## src/rtl/riscv_pkg.sv

```systemverilog
// Shared definitions for the instruction fetch front end: data width,
// the canonical NOP encoding, fetch FSM states and the fetch queue entry.
package riscv_pkg;

  localparam int XLEN = 32;
  localparam logic [XLEN-1:0] NOP_INSTR = 32'h0000_0013;

  typedef enum logic [1:0] {
    F_REQ,
    F_WAIT,
    F_DROP
  } fetch_state_e;

  typedef struct packed {
    logic [XLEN-1:0] instr;
    logic [XLEN-1:0] pc;
    logic [XLEN-1:0] pc4;
  } fetch_entry_t;

endpackage

```

## src/rtl/fetch_fifo.sv

```systemverilog
// Two-entry queue of fetched instructions between instruction memory and decode.
// Flush wins over push and pop so a squashed stream never leaks into decode.
module fetch_fifo
  import riscv_pkg::*;
(
  input  logic         clk,
  input  logic         rst_n,
  input  logic         push_i,
  input  logic         pop_i,
  input  logic         flush_i,
  input  fetch_entry_t entry_i,
  output fetch_entry_t head_o,
  output logic [1:0]   count_o
);

  fetch_entry_t mem_q [2];
  logic         rdPtr_q;
  logic         wrPtr_q;
  logic [1:0]   count_q;
  logic         popEff;

  assign popEff  = pop_i && (count_q != 2'd0);
  assign head_o  = mem_q[rdPtr_q];
  assign count_o = count_q;

  always_ff @(posedge clk or negedge rst_n) begin
    if (!rst_n) begin
      rdPtr_q <= 1'b0;
      wrPtr_q <= 1'b0;
      count_q <= 2'd0;
    end else if (flush_i) begin
      rdPtr_q <= 1'b0;
      wrPtr_q <= 1'b0;
      count_q <= 2'd0;
    end else begin
      if (push_i) wrPtr_q <= ~wrPtr_q;
      if (popEff) rdPtr_q <= ~rdPtr_q;
      count_q <= count_q + {1'b0, push_i} - {1'b0, popEff};
    end
  end

  // Storage needs no reset: the head is only consumed while count is non-zero.
  always_ff @(posedge clk) begin
    if (push_i && !flush_i) mem_q[wrPtr_q] <= entry_i;
  end

endmodule

```

## src/rtl/fetch_unit.sv

```systemverilog
// Instruction fetch stage: one outstanding memory request at a time, responses
// queued for decode, redirects squash both the queue and any in-flight request.
module fetch_unit
  import riscv_pkg::*;
#(
  parameter logic [XLEN-1:0] RESET_PC = 32'h0000_0000
) (
  input  logic            clk,
  input  logic            rst_n,
  output logic            imem_req,
  output logic [XLEN-1:0] imem_addr,
  input  logic            imem_gnt,
  input  logic            imem_rvalid,
  input  logic [XLEN-1:0] imem_rdata,
  input  logic            redirect_valid,
  input  logic [XLEN-1:0] redirect_pc,
  input  logic            id_stall,
  output logic            id_valid,
  output logic [XLEN-1:0] id_instr,
  output logic [XLEN-1:0] id_pc,
  output logic [XLEN-1:0] id_pc4
);

  fetch_state_e    state_q, state_d;
  logic [XLEN-1:0] pc_q, pc_d;
  logic [XLEN-1:0] pcPlus4;
  logic            accept;
  logic            push;
  logic            pop;
  logic            flush;
  logic [1:0]      fifoCount;
  fetch_entry_t    fifoHead;
  fetch_entry_t    fifoEntry;
  logic            unusedRedirectBits;

  assign unusedRedirectBits = ^redirect_pc[1:0];

  // Gating with rst_n keeps the request low throughout reset yet lets it rise
  // in the very first cycle after release.
  assign imem_req  = rst_n && (state_q == F_REQ) && (fifoCount < 2'd2);
  assign imem_addr = pc_q;
  assign accept    = imem_req && imem_gnt;
  assign pcPlus4   = pc_q + 32'd4;
  assign fifoEntry = '{instr: imem_rdata, pc: pc_q, pc4: pcPlus4};

  assign id_valid  = (fifoCount != 2'd0);
  assign pop       = id_valid && !id_stall;
  assign id_instr  = id_valid ? fifoHead.instr : NOP_INSTR;
  assign id_pc     = id_valid ? fifoHead.pc    : '0;
  assign id_pc4    = id_valid ? fifoHead.pc4   : '0;

  always_ff @(posedge clk or negedge rst_n) begin
    if (!rst_n) begin
      state_q <= F_REQ;
      pc_q    <= RESET_PC;
    end else begin
      state_q <= state_d;
      pc_q    <= pc_d;
    end
  end

  // A redirect overrides everything; a still-pending response must be swallowed in DROP.
  always_comb begin
    state_d = state_q;
    pc_d    = pc_q;
    push    = 1'b0;
    flush   = 1'b0;
    if (redirect_valid) begin
      flush = 1'b1;
      pc_d  = {redirect_pc[XLEN-1:2], 2'b00};
      case (state_q)
        F_REQ:   state_d = accept ? F_DROP : F_REQ;
        F_WAIT:  state_d = imem_rvalid ? F_REQ : F_DROP;
        F_DROP:  state_d = imem_rvalid ? F_REQ : F_DROP;
        default: state_d = F_REQ;
      endcase
    end else begin
      case (state_q)
        F_REQ: begin
          if (accept) state_d = F_WAIT;
        end
        F_WAIT: begin
          if (imem_rvalid) begin
            push    = 1'b1;
            pc_d    = pcPlus4;
            state_d = F_REQ;
          end
        end
        F_DROP: begin
          if (imem_rvalid) state_d = F_REQ;
        end
        default: state_d = F_REQ;
      endcase
    end
  end

  fetch_fifo u_fifo (
    .clk     (clk),
    .rst_n   (rst_n),
    .push_i  (push),
    .pop_i   (pop),
    .flush_i (flush),
    .entry_i (fifoEntry),
    .head_o  (fifoHead),
    .count_o (fifoCount)
  );

endmodule

```

## config.mk

```make
export PLATFORM = sky130hd
export DESIGN_NAME = fetch_unit
export DESIGN_NICKNAME = d
export VERILOG_FILES = /design/src/rtl/riscv_pkg.sv /design/src/rtl/fetch_fifo.sv /design/src/rtl/fetch_unit.sv
export SDC_FILE = /design/constraint.sdc
export NUM_CORES = 1
export LEC_CHECK = 0
export ABC_AREA = 1
export CORE_AREA = 2 2 203 105
export CTS_BUF_LIST = sky130_fd_sc_hd__clkbuf_4
export DETAILED_ROUTE_END_ITERATION = 8
export DIE_AREA = 0 0 205 107
export GPL_TIMING_DRIVEN = 0
export PLACE_DENSITY = 0.81
export SETUP_SLACK_MARGIN = 0.3
export SYNTH_ARGS = -nofsm -noshare
export SYNTH_HDL_FRONTEND = slang
export SYNTH_SLANG_ARGS = --single-unit
```

## constraint.sdc

```tcl
create_clock -name clk -period 5 [get_ports clk]
set_input_delay 1.25 -clock clk [delete_from_list [all_inputs] [get_ports clk]]
set_output_delay 1.25 -clock clk [all_outputs]
set_load 0.02 [all_outputs]
```

# Yosys cells after proc, flatten, opt, wreduce, memory -nomap -nowiden
# Memories as Yosys holds them, arrays and structs flattened.
# Index checks and enable logic that the tools add are counted.
[classes] mux=24 n_eq_ne=4 reduce_logical=17 bitwise=2 order_cmp=1 n_addsub=3
[ops] cell="$mux 32" count=6
[ops] cell="$add 32x3->32 const B" count=1
[ops] cell="$mux 2" count=6
[ops] cell="$mux 1" count=10
[ops] cell="$reduce_bool 2->1" count=5
[ops] cell="$pmux 2 s2" count=2
[ops] cell="$logic_and 1x1->1" count=6
[ops] cell="$reduce_and 2->1" count=2
[ops] cell="$ne 3x1->1 const B" count=1
[ops] cell="$ne 3x3->1 const B" count=1
[ops] cell="$add 2x1->2" count=1
[ops] cell="$eq 2x1->1 const B" count=1
[ops] cell="$eq 2x2->1 const B" count=1
[ops] cell="$logic_not 1->1" count=2
[ops] cell="$logic_not 2->1" count=1
[ops] cell="$lt 2x2->1 const B" count=1
[ops] cell="$not 1->1" count=2
[ops] cell="$reduce_or 2->1" count=1
[ops] cell="$sub 2x1->2" count=1
[word_totals] mem_count=1 mem_bits_rw=192 elab_cells=57 output_inout_bits=130 inputBits=70 regBits=38
[memory_table] name="u_fifo.mem_q" depth=2 width=96 rd=1 rd_clocked_by_memory_dff=0 wr=1 line="fetch_fifo.sv:16" text="fetch_entry_t mem_q [2];"

# Longest topological paths before layout
# Gate-level depths: netlist of the first run.
[logic_depth] depth_word=7 ltp_mapped=10 ltp_nobuf=10

# Cells and area by module
# Synthesis of the first run repeated with hierarchy kept, for this count alone.
[hier_totals] cells_unflattened=1112 hier_area_um2=10438.8
[by_module_without_submodules] mod="fetch_fifo" area_per_inst_um2=7224.4 cells_per_inst=533 seq_area_each_um2=5865.6 instances=1
[by_module_without_submodules] mod="fetch_unit" area_per_inst_um2=3214.3 cells_per_inst=579 seq_area_each_um2=800.8 instances=1

# Worst setup path before layout of the first run
# OpenSTA, ideal clock, no wires.
[synth_path] path_kind="in2reg" from="input redirect_valid" to="memory u_fifo.mem_q[0][10] in the netlist's numbering (enable)" required_time_ns=4.456 setup_slack_ns=-1.043 setup_time_ns=0.544 arrival_ns=5.498 path_buffers=1 cell_stages=4 cell_sequence="buf_2 nor2_1 inv_1 nor2_1"
[synth_between] elab_chain_cells=5 word_cells_on_any_way=6 classes_between="4 x mux; 2 x reduce/logical"
[synth_rtl] item="from (decl)" line="fetch_unit.sv:15" text="input logic redirect_valid,"
[synth_rtl] item="$mux 1" line="fetch_unit.sv:68" text="if (redirect_valid) begin"
[synth_rtl] item="$logic_not 1->1" line="fetch_fifo.sv:44" text="if (push_i && !flush_i) mem_q[wrPtr_q] <= entry_i;"
[synth_rtl] item="$logic_and 1x1->1 *" line="fetch_fifo.sv:44"
[synth_rtl] item="$mux 1 *" line="fetch_fifo.sv:44"
[synth_rtl] item="$mux 1 (implied by the code) *" line="fetch_fifo.sv:44"
[synth_rtl] item="to (decl)" line="fetch_fifo.sv:16"
# Mark *: on every way between the ends. The rest lies on a longest branch, timed or not.

# Final worst setup path of the first run
[layout_path] from="register u_fifo.count_q[1], in the netlist u_fifo.count_o[1]" to="output id_pc[23]"
[layout_between] elab_chain_cells=2
[layout_rtl] item="from (decl)" line="fetch_fifo.sv:19" text="logic [1:0] count_q;"
[layout_rtl] item="from (signal assigned)" line="fetch_fifo.sv:38" text="count_q <= count_q + {1'b0, push_i} - {1'b0, popEff};"
[layout_rtl] item="$reduce_bool 2->1" line="fetch_unit.sv:46" text="assign id_valid = (fifoCount != 2'd0);"
[layout_rtl] item="$mux 32" line="fetch_unit.sv:49" text="assign id_pc = id_valid ? fifoHead.pc : '0;"
[layout_rtl] item="to (decl)" line="fetch_unit.sv:20" text="output logic [XLEN-1:0] id_pc,"
# No other way between the ends.

==> impl_metrics.json, run 1 <==
{
  "crit_type": "flip-flop to output port",
  "ctsResizeCount": 0,
  "critPathArrivalTime_ns": 3.07,
  "h-tree-depth": 2,
  "reg2regPathDepth": 8,
  "postCtsSetupBuffers": 0,
  "drive_above_1_share_pct": 12.8,
  "vdd_drop_max_mv": 0.293,
  "rsz0062_at_grt": "no",
  "antenna_found_initial": 1,
  "via_per_inst": 5.04,
  "wl_per_cell_um": 17.9,
  "synth_ff_type": "edfxtp_1",
  "vias": 7351,
  "r2r_end": "u_fifo.mem_q[1][47]$_DFFE_PP_",
  "grt-ovfl-total": 0,
  "syn_avg_cell_area_um2": 10.7,
  "clk_pin_slew_ns": 0.07,
  "cts_tree": "built",
  "end_kind": "output port",
  "nets": 1223,
  "hpwl_mm": 18.5,
  "grt_pass1_vias": 7159,
  "drc": 0,
  "async_flop_share_pct": 16.4,
  "die-height_um": 107,
  "tightest_slew_ns": 0.837,
  "drv_slew": 0,
  "ctsHoldBuffers": 0,
  "ctsLongestPathBuffers": 3,
  "postLayoutCellArea_um2": 12700,
  "dieArea_um2": 21900,
  "ant_nets": 0,
  "clock_latency_ns": 0.66,
  "ff2ff_setup_slack_ns": 2.53,
  "ios": 200,
  "crit_path_start_kind": "flip-flop",
  "dr.pass1.iters": 5,
  "slew_headroom_pct": 44.1,
  "ys_seq_elements": 220,
  "cts_buffers": 49,
  "root_buffer": "clkbuf_4",
  "synth.distinct_cells": 29,
  "period_share_pct": 86.3,
  "yosysSeqAreaShare_pct": 67.0,
  "track_usage_pct": 24.0,
  "grt_max_degree": 37,
  "slowest_delay_ns": 0.67,
  "first_iter_violations": 610,
  "wirelength_mm": 26.1,
  "gp_congestion": 0.897,
  "cp_slowest_cell": "nor2_2",
  "r2r_start": "state_q[1]$_DFFE_PN0P_",
  "setup_viol": 0,
  "drv_cap": 0,
  "synthesis.area_um2": 9590,
  "row_count": 37,
  "p_leak_nw": 4.92,
  "finClkSkew_ns": 0.0558,
  "die_w_um": 205,
  "fmax_mhz": 232,
  "pwr_density_cell_nw_per_um2": 476,
  "power_w": 0.00602,
  "start_util_pct": 47.5,
  "netlist_instances": 894,
  "ys_warn_count": 0,
  "critical_path_peak_fanout": 10,
  "outcome": "complete, no violations",
  "portBuffers": 190,
  "grt_pass1_wl_mm": 39.3,
  "hold_viol": 0,
  "cp.required_ns": 3.75,
  "hold_class": "input pin to asynchronous set/reset pin",
  "core-area_um2": 20200,
  "min_period_ns": 4.32,
  "syn_to_final_growth_pct": 32.0,
  "synth_edf_count": 184,
  "path_cells": "nor2_2, clkbuf_1, a21oi_1, clkdlybuf4s50_1",
  "cts.sinks": 220,
  "dpl_cell_area_um2": 12000
}
## state kept, by name, indices dropped and copies added, names as in the netlist
| name | flops |
|---|---|
| u_fifo.mem_q | 184 |
| imem_addr | 30 |
| state_q | 2 |
| u_fifo.count_o | 2 |
| u_fifo.rdPtr_q | 1 |
| u_fifo.wrPtr_q | 1 |
## power breakdown
part           leakage (nW)  total, W  switching, W  internal (W)
Sequential             2.11   0.00233      0.000154       0.00217
Combinational          2.43   0.00227       0.00140      0.000870
Clock                 0.378   0.00143      0.000697      0.000728
Total                  4.92   0.00602       0.00225       0.00377
## critical path: cells and delay by family, from the launching register on
family | cells | cell delay (ns)
compound gates | 1 | 0.13
buf+inv | 2 | 1.19
flops | 1 | 0.45
simple gates | 1 | 0.67
## final cells by class
class	instances	area, um^2
fill	1644	7530
sequential	220	6430
timing repair buffer	197	2040
clock buffer	74	556
clock inverter	14	83.8
buffer	45	219
multi-input combinational	575	2760
inverter	59	221
tap	273	342
antenna	1	2.50
## worst max path at each step
stage / cells past startpoint / slack (ns) / start / to
after floorplan: 4 / 0.50 / redirect_valid / u_fifo.mem_q[0][10]$_DFFE_PP_
after global placement: 5 / -1.42 / imem_rvalid / u_fifo.mem_q[0][75]$_DFFE_PP_
after detailed placement: 5 / 1.11 / u_fifo.count_o[1]$_DFF_PN0_ / id_instr[4]
after CTS: 5 / 0.41 / u_fifo.count_o[1]$_DFF_PN0_ / id_instr[4]
after global routing: 6 / 0.56 / u_fifo.rdPtr_q$_DFFE_PN0P_ / id_pc[11]
final: 4 / 0.68 / u_fifo.count_o[1]$_DFF_PN0_ / id_pc[23]
## Yosys cell counts, types with 9 or more instances
master,instances,share of area (%)
inv_1,57,2.2
nor2_1,36,1.4
nand3_1,24,1.3
a21oi_1,92,4.8
dfrtp_1,36,9.4
nand2_1,333,13
edfxtp_1,184,58
nand2_2,9,0.59
o21ai_0,16,0.84
clkbuf_1,17,0.67
buf_2,22,1.1
## routing by layer
layer / vias up / GRT usage [%] / wire length [um]
li1: 3488 / - / -
met1: 3476 / 35.6 / 12200
met2: 353 / 34.9 / 11000
met3: 32 / 6.41 / 2570
met4: 2 / 5.81 / 315
met5: - / 0 / 13
## stage by stage
step / setup WS [ns] / hold WS [ns] / util [%] / std cells / setup TNS [ns]
3_5_place_dp: 1.11 / 0.588 / 59.5 / 1369 / 0
2_1_floorplan: 0.504 / 0.554 / - / 899 / 0
4_1_cts: 0.407 / 0.543 / 62.7 / 1457 / 0
5_1_grt: 0.558 / 0.561 / 62.7 / 1457 / 0
6_report: 0.683 / 0.605 / 62.7 / 1458 / 0
3_3_place_gp: -1.42 / 0.565 / 58.7 / 1362 / -257.24
## cells in the final DEF (no fill, tap or decap), types with 8 or more instances in the layout
cell type        netlist  layout
xor2_2                 8       8
nand3_1               24      24
o21ai_0               16      16
a22o_1                 8       8
nand2_2                9       9
clkbuf_1              17      17
inv_1                 57      57
clkinv_1               0      12
nor2_4                 8      10
nand2_1              333     333
buf_2                 22      23
a21oi_1               92      92
dfrtp_1               36      36
nor2_1                36      33
clkbuf_4               0      74
edfxtp_1             184     184
clkdlybuf4s50_1        0     189
## logic make-up (layout without fill, tap and decap cells)
family                   count (synthesis)  count (layout)  share of synthesized area, %
AO/OA/AOI/OAI                          121             121                          6.75
XOR/XNOR                                17              17                          2.18
adder cells (fa/ha/maj)                  6               6                         0.783
buffers and inverters                  104             389                          4.59
flip-flops                             220             220                          67.0
other                                    1               7                        0.0391
AND/OR/NAND/NOR                        425             425                          18.6
Power figures use the tool's default switching activity.
==> run 2, diff against run 1 <==
--- a/constraint.sdc
+++ b/constraint.sdc
@@ -3,2 +3,2 @@
 set_output_delay 1.25 -clock clk [all_outputs]
-set_load 0.02 [all_outputs]
+set_load 0.05 [all_outputs]
==> results of run 2 <==
Same layout as run 1 (identical final DEF). Status: complete, no violations.
Among the figures that moved: setup slack after placement 1.11 ns -> 0.909 ns; number of gates resized after CTS 0 -> 1; setup slack after layout 0.683 ns -> 0.500 ns; end point of the critical path id_pc[23] -> id_instr[4]; total power 0.00602 W -> 0.00677 W; worst IR drop on VDD 0.293 mV -> 0.337 mV
==> run 3, diff against run 2 <==
Settings changed: CORE_AREA 2 2 203 105 to 4 4 205 107, DIE_AREA 0 0 205 107 to 0 0 209 111.
==> impl_metrics.json, run 3 (synthesized netlist as in run 1, its figures left out) <==
{
  "h-tree-depth": 2,
  "vdd_drop_max_mv": 0.359,
  "ctsLongestPathBuffers": 3,
  "grt_pass1_vias": 7188,
  "ff2ff_setup_slack_ns": 2.52,
  "syn_to_final_growth_pct": 32.7,
  "period_share_pct": 91.1,
  "die_w_um": 209,
  "ios": 200,
  "vias": 7530,
  "hpwl_mm": 19.3,
  "first_iter_violations": 699,
  "min_period_ns": 4.55,
  "root_buffer": "clkbuf_4",
  "drc": 0,
  "tightest_slew_ns": 0.781,
  "dr.pass1.iters": 5,
  "setup_viol": 0,
  "fmax_mhz": 220,
  "grt_pass1_wl_mm": 40.6,
  "via_per_inst": 5.15,
  "wl_per_cell_um": 18.7,
  "whs_ns": 0.510,
  "ant_nets": 0,
  "clock_latency_ns": 0.68,
  "slew_headroom_pct": 47.9,
  "core-area_um2": 20200,
  "p_leak_nw": 5.02,
  "gp_congestion": 0.918,
  "final_cells": 1463,
  "cp.required_ns": 3.75,
  "mostFrequentLayoutCell": "nand2_1",
  "cts_tree": "built",
  "grt.met3_usage_pct": 6.84,
  "antenna_found_initial": 2,
  "fin_util_pct": 63.1,
  "nets": 1224,
  "dp.cells": 1369,
  "drv_slew": 0,
  "cts.sinks": 220,
  "final_cell_mix": "nand2_1 (333), clkdlybuf4s50_1 (186), edfxtp_1 (184), a21oi_1 (92), clkbuf_4 (87)",
  "r2r_start": "state_q[1]$_DFFE_PN0P_",
  "crit_path_start_kind": "flip-flop",
  "reg2regPathDepth": 8,
  "hold_class": "input pin to asynchronous set/reset pin",
  "critPathArrivalTime_ns": 3.30,
  "clk_pin_slew_ns": 0.08,
  "rsz0062_at_grt": "no",
  "row_count": 37,
  "hold_viol": 0,
  "dieArea_um2": 23200,
  "grt-ovfl-total": 0,
  "grt_use_met1_pct": 33.9,
  "die-height_um": 111,
  "top_register": "u_fifo.mem_q",
  "drive_above_1_share_pct": 13.9,
  "portBuffers": 190,
  "start_util_pct": 47.5,
  "wirelength_mm": 27.4,
  "drv_cap": 0,
  "pwr_density_cell_nw_per_um2": 542,
  "ctsHoldBuffers": 0,
  "grt_busiest_layer": "met1",
  "finClkSkew_ns": 0.0440,
  "end_kind": "output port",
  "r2r_end": "u_fifo.mem_q[0][91]$_DFFE_PP_",
  "grt_util_met2_pct": 32.7,
  "largest_reg_flops": 184,
  "track_usage_pct": 22.6,
  "outcome": "complete, no violations",
  "critical_path_peak_fanout": 10,
  "cts_buffers": 50,
  "grt_max_degree": 33,
  "crit_type": "flip-flop to output port"
}
==> run 3: worst max-delay path, stage by stage, from the launching register on <==
cell	delay (ns)
dfrtp_1	0.32
clkbuf_1	0.36
buf_2	0.41
buf_2	0.28
nand2_1	0.07
a21oi_1	0.32
clkdlybuf4s50_1	0.87
==> run 3: how the worst max path moves through the flow <==
| stage | startpoint | endpoint | slack (ns) | cells past startpoint |
|---|---|---|---|---|
| 3_5_place_dp | u_fifo.count_o[1]$_DFF_PN0_ | id_instr[4] | 0.90 | 5 |
| 6_report | u_fifo.rdPtr_q$_DFFE_PN0P_ | id_pc[11] | 0.45 | 6 |
| 2_1_floorplan | redirect_valid | u_fifo.mem_q[0][10]$_DFFE_PP_ | 0.50 | 4 |
| 5_1_grt | u_fifo.rdPtr_q$_DFFE_PN0P_ | id_pc[11] | 0.28 | 6 |
| 4_1_cts | u_fifo.rdPtr_q$_DFFE_PN0P_ | id_pc4[13] | 0.40 | 6 |
| 3_3_place_gp | imem_rvalid | u_fifo.mem_q[0][69]$_DFFE_PP_ | -1.49 | 5 |
==> run 3: what timing repair did <==
item,in CTS,in global routing
resized for setup,1,3
gates cloned,0,0
buffers inserted,0,0
endpoints found under the setup margin,12,3
pin swaps,0,0
==> run 3: layer usage <==
| layer | up-vias | wire length [um] | share of wire (%) |
|---|---|---|---|
| met1 | 3610 | 12700 | 46 |
| met5 | - | 0 | 0 |
| met3 | 45 | 2760 | 10 |
| met2 | 371 | 11600 | 42 |
| met4 | 0 | 389 | 1.4 |
| li1 | 3504 | - | - |
==> run 3: area by class of cell <==
class                      count  area (um^2)
timing repair buffer         197         2050
multi-input combinational    575         2760
antenna                        1         2.50
clock inverter                 6         53.8
clock buffer                  87          653
inverter                      59          221
buffer                        45          219
sequential                   220         6430
fill                        1637         7460
tap                          273          342
==> run 3: stage by stage <==
stage	TNS (ns)	cell area, um^2	setup slack [ns]	total power, W
final	0	12700	0.445	0.00690
after global routing	0	12700	0.276	0.00721
after CTS	0	12700	0.403	0.00694
after detailed placement	0	12000	0.901	0.00539
after global placement	-268.71	11900	-1.49	0.00534
after floorplan	0	9610	0.504	0.00425
==> run 3: power by group <==
group          leakage (nW)  internal (W)  switching (W)  total (W)
clock                 0.423      0.000830       0.000711    0.00154
sequential             2.11       0.00217       0.000157    0.00233
combinational          2.48      0.000862        0.00217    0.00303
